<file path="src/rtl/run_ctrl_pkg.sv">
// Shared types and default widths for the run sequencer.
package run_ctrl_pkg;

    typedef enum logic [1:0] {
        IDLE,
        INIT,
        RUN,
        DONE
    } run_state_t;

    localparam int RUN_CTRL_CNT_W = 16;

endpackage

</file>
<file path="src/rtl/run_ctrl_sat_counter.sv">
// Saturating up-counter: clr has priority, en advances, sticks at all-ones.
module sat_counter
    import run_ctrl_pkg::*;
#(
    parameter int W = RUN_CTRL_CNT_W
) (
    input  logic         clk,
    input  logic         reset,
    input  logic         clr,
    input  logic         en,
    output logic [W-1:0] cnt
);

    always_ff @(posedge clk or negedge reset) begin
        if (!reset) begin
            cnt <= '0;
        end else if (clr) begin
            cnt <= '0;
        end else if (en && (cnt != {W{1'b1}})) begin
            cnt <= cnt + 1'b1;
        end
    end

endmodule

</file>
<file path="src/rtl/run_ctrl.sv">
// Run sequencer for the 9-bit-instruction core: start/done handshake, core reset, run enable.
// Optional watchdog enabled by defining RUN_CTRL_WDOG_EN.
module run_ctrl
    import run_ctrl_pkg::*;
#(
    parameter int           D        = 12,
    parameter int           C        = RUN_CTRL_CNT_W,
    parameter int           INIT_CYC = 2,
    parameter logic [D-1:0] PC_END   = 12'hFFF
`ifdef RUN_CTRL_WDOG_EN
   ,parameter logic [C-1:0] WDOG_LIMIT = 16'hFFF0
`endif
) (
    input  logic         clk,
    input  logic         reset,
    input  logic         req,
    input  logic         halt,
    input  logic [D-1:0] prog_ctr,
    output logic         core_rst,
    output logic         core_en,
    output logic         done,
    output logic         busy,
    output logic [C-1:0] cycle_cnt,
    output logic         timeout
);

    localparam int IW = (INIT_CYC > 1) ? $clog2(INIT_CYC) : 1;

    run_state_t    state;
    run_state_t    next_state;
    logic [IW-1:0] init_cnt;
    logic          run_end;
    logic          wdog_hit;
    logic          start;

    assign run_end = halt || (prog_ctr == PC_END);
    assign start   = (state == IDLE) && req;

`ifdef RUN_CTRL_WDOG_EN
    assign wdog_hit = (cycle_cnt == WDOG_LIMIT - 1'b1);

    // Sticky until the next run starts so the host can read it after done drops.
    always_ff @(posedge clk or negedge reset) begin
        if (!reset) begin
            timeout <= 1'b0;
        end else if (start) begin
            timeout <= 1'b0;
        end else if ((state == RUN) && req && !run_end && wdog_hit) begin
            timeout <= 1'b1;
        end
    end
`else
    assign wdog_hit = 1'b0;
    assign timeout  = 1'b0;
`endif

    always_ff @(posedge clk or negedge reset) begin
        if (!reset) begin
            state <= IDLE;
        end else begin
            state <= next_state;
        end
    end

    always_ff @(posedge clk or negedge reset) begin
        if (!reset) begin
            init_cnt <= '0;
        end else if (start) begin
            init_cnt <= IW'(INIT_CYC - 1);
        end else if ((state == INIT) && (init_cnt != '0)) begin
            init_cnt <= init_cnt - 1'b1;
        end
    end

    // Abort outranks completion, which outranks the watchdog.
    always_comb begin
        next_state = state;
        unique case (state)
            IDLE: if (req) next_state = INIT;
            INIT: begin
                if (!req)                 next_state = IDLE;
                else if (init_cnt == '0)  next_state = RUN;
            end
            RUN: begin
                if (!req)                 next_state = IDLE;
                else if (run_end)         next_state = DONE;
                else if (wdog_hit)        next_state = DONE;
            end
            DONE: if (!req) next_state = IDLE;
            default:                      next_state = IDLE;
        endcase
    end

    always_comb begin
        core_rst = 1'b1;
        core_en  = 1'b0;
        done     = 1'b0;
        busy     = 1'b0;
        unique case (state)
            IDLE: core_rst = 1'b1;
            INIT: busy     = 1'b1;
            RUN: begin
                core_rst = 1'b0;
                core_en  = 1'b1;
                busy     = 1'b1;
            end
            DONE: begin
                core_rst = 1'b0;
                done     = 1'b1;
            end
            default: core_rst = 1'b1;
        endcase
    end

    sat_counter #(
        .W (C)
    ) u_cycle_cnt (
        .clk   (clk),
        .reset (reset),
        .clr   (start),
        .en    (state == RUN),
        .cnt   (cycle_cnt)
    );

endmodule

</file>
<file path="config.mk">
export PLATFORM = sky130hd
export DESIGN_NAME = run_ctrl
export DESIGN_NICKNAME = d
export VERILOG_FILES = /design/src/rtl/run_ctrl_pkg.sv /design/src/rtl/run_ctrl_sat_counter.sv /design/src/rtl/run_ctrl.sv
export SDC_FILE = /design/constraint.sdc
export NUM_CORES = 1
export LEC_CHECK = 0
export BUFFER_PORTS_ARGS = -buffer_cell sky130_fd_sc_hd__buf_2
export CORE_ASPECT_RATIO = 0.8
export CORE_MARGIN = 3
export CORE_UTILIZATION = 50
export DETAILED_ROUTE_END_ITERATION = 7
export PLACE_DENSITY_LB_ADDON = 0.12
export SYNTH_ARGS = -nofsm -noshare
export SYNTH_HDL_FRONTEND = slang
export SYNTH_HIERARCHICAL = 1
export SYNTH_SLANG_ARGS = --single-unit
</file>
<file path="constraint.sdc">
create_clock -name clk -period 4.8 [get_ports clk]
set_input_delay 0.96 -clock clk [delete_from_list [all_inputs] [get_ports clk]]
set_output_delay 0.96 -clock clk [all_outputs]
set_load 0.1 [all_outputs]
</file>
==> impl_metrics.env <==
export IMPL_core_um2=2230
export IMPL_area_growth_pct=16.5
export IMPL_drv_slew=0
export IMPL_multi_input_area_um2=677
export IMPL_ys_ff_latch=19
export IMPL_grt_max_degree=23
export IMPL_antenna_found_initial=0
export IMPL_root_buffer="clkbuf_4"
export IMPL_synthesis_nets=150
export IMPL_path_clk_slew_ns=0.11
export IMPL_n_fill_cell=206
export IMPL_place_gp_congestion=0.768
export IMPL_yosys_warnings=6
export IMPL_powerDensity_nw_per_um2=400
export IMPL_dieArea_um2=3060
export IMPL_finalCritPeriodShare_pct=54.8
export IMPL_hold_viol=0
export IMPL_synthArstFlopShare_pct=100
export IMPL_n_antenna_cell=0
export IMPL_ff_latch_area_um2=475
export IMPL_dp_slack_ns=2.51
export IMPL_synth_area_top_cells="dfrtp_1 39%, ha_1 6.2%, a21oi_1 5.0%"
export IMPL_clock_path_buffers=2
export IMPL_wire_per_inst_um=15.9
export IMPL_drtPass1Iterations=4
export IMPL_fmax_mhz=380
export IMPL_min_path_type="flop to flop"
export IMPL_setup_viol_count_final=0
export IMPL_fp_row_count=15
export IMPL_ys_flop_type="dfrtp_1"
export IMPL_route_detailed_drc=0
export IMPL_crit_path_start_kind="flop"
export IMPL_worstMarginPinSlew_ns=0.869
export IMPL_netlist_instances=128
export IMPL_cts_setup_buffers=0
export IMPL_grt_pass1_vias=1137
export IMPL_drv_cap=0
export IMPL_cts_hold_buf=0
export IMPL_status="finished, final reports clean"
export IMPL_grt_usage_pct=21.8
export IMPL_synth_compound_area_share_pct=16.6
export IMPL_netlist_area_um2=1210
export IMPL_tritoncts="built"
export IMPL_reg2reg_to="u_cycle_cnt/cnt[15]"
export IMPL_grt_pass1_wl_um=5100
export IMPL_required_ns=3.84
export IMPL_synth_top_family_by_area="simple AND/OR/NAND/NOR gates"
export IMPL_rrSetupSlack_ns=2.53
export IMPL_vias=1115
export IMPL_setup_ws_ns=2.17
export IMPL_dp_hpwl_um=2110
export IMPL_cts_buffers_inserted=3
export IMPL_port_buffers=35
export IMPL_ys_seq_area_share_pct=39.2
export IMPL_reg2regPathDepth=5
export IMPL_path_max_fanout=8
export IMPL_ant_nets=0
export IMPL_slew_headroom_pct=41.6
export IMPL_synth_fa_ha_area_share_pct=6.19
export IMPL_grt_setup_unrepaired="no"
export IMPL_synth_simple_area_share_pct=28.2
export IMPL_synth_mux_area_share_pct=4.54
export IMPL_synth_edff_count=0
export IMPL_synth_top_area_cell="dfrtp_1"
export IMPL_synth_xor_area_share_pct=0
export IMPL_synth_top_area_share_pct=39.2
export IMPL_drive_gt1_share_pct=31.7
export IMPL_drtIter0Drc=45
export IMPL_peakVddDrop_uv=275
export IMPL_die_x_um=61.1
export IMPL_die_h_um=50.0
export IMPL_pin_count=37
export IMPL_post_drt_via_cell_ratio=5.99
export IMPL_final_cell_mix="35 x buf_2, 19 x dfrtp_1, 12 x a21oi_1"
export IMPL_criticalPathCategory="flop to primary output"
export IMPL_final_common_cell="buf_2"
export IMPL_cts_resized=0
export IMPL_final_setup_skew_ns=0.000454
export IMPL_htree_levels=1
export IMPL_routed_wl_um=2950
export IMPL_initial_utilization_pct=54.3
export IMPL_startpoint="state[0]"
export IMPL_overflow=0
export IMPL_synth_distinct_cells=37
export IMPL_crit_path_end_kind="primary output"
export IMPL_r2r_start="u_cycle_cnt/cnt[0]"
export IMPL_fin_tns_setup_ns=0
export IMPL_arrival_ns=1.67
export IMPL_synth_avg_cell_area_um2=9.47
export IMPL_fin_nets=184
export IMPL_p_leak_nw=0.691
export IMPL_endpoint="core_en"
export IMPL_fin_crit_ns=2.63
export IMPL_clkLatencyLatePin_ns=0.30
export IMPL_clock_sinks=19
## routing by layer
metal	global-route usage [%]	wire length [µm]	up-vias	share of wire [%]
li1	-	-	551	-
met1	30.7	1450	523	49
met2	33.3	1330	39	45
met3	5.50	150	2	5.1
met4	4.69	14	0	0.47
met5	0	0	-	0
## flip-flops by register name, summed over array words and instances, names as in the netlist
register and count:
u_cycle_cnt/cnt 16, state 2, init_cnt 1
## area by class of cell
cell class	count	share of cell area, %
sequential	19	33.7
tap	25	2.21
timing repair buffer	35	12.4
inverter	7	1.86
clock inverter	1	0.354
clock buffer	3	1.59
multi-input combinational	96	47.9
## Yosys cell counts, drive strengths merged (5+ instances only)
master   n
dfrtp   19
inv      7
nand2    7
ha       6
a21oi   12
or4      7
nor2     6
nor4     5
o31ai    8
nand4   10
## through the flow
step	cell area (µm²)	util, %	power, mW	hold WS [ns]	cells
after global routing	1410	63.2	0.597	0.518	186
after CTS	1410	63.2	0.565	0.506	186
after global placement	1390	62.0	0.472	0.468	182
after floorplan	1210	-	0.436	0.453	128
after detailed placement	1390	62.0	0.482	0.480	182
final	1410	63.2	0.565	0.504	186
## cells by family (layout without fill, tap and decap cells)
kind of cell | Yosys count | in the layout
compound gates | 30 | 30
fa+ha+maj | 6 | 6
buf+inv | 13 | 46
flops | 19 | 19
mux | 5 | 5
other cells | 1 | 1
simple gates | 54 | 54
## power breakdown
| group | total, mW | internal (mW) | switching, mW |
|---|---|---|---|
| sequential | 0.191 | 0.176 | 0.0150 |
| clock | 0.0840 | 0.0311 | 0.0529 |
| combinational | 0.289 | 0.0586 | 0.231 |
## worst max-delay path: stages, from the launching register on
cell	delay, ns
dfrtp_1	0.42
inv_1	0.13
ha_1	0.33
buf_2	0.49
## worst min path at each step
stage	from	endpoint	slack [ns]	cells after the start
2_1_floorplan	init_cnt	init_cnt	0.45	1
3_3_place_gp	init_cnt	init_cnt	0.47	1
3_5_place_dp	init_cnt	init_cnt	0.48	1
4_1_cts	init_cnt	init_cnt	0.51	1
5_1_grt	init_cnt	init_cnt	0.52	1
6_report	init_cnt	init_cnt	0.50	1
(Power assumes the default switching activity.)
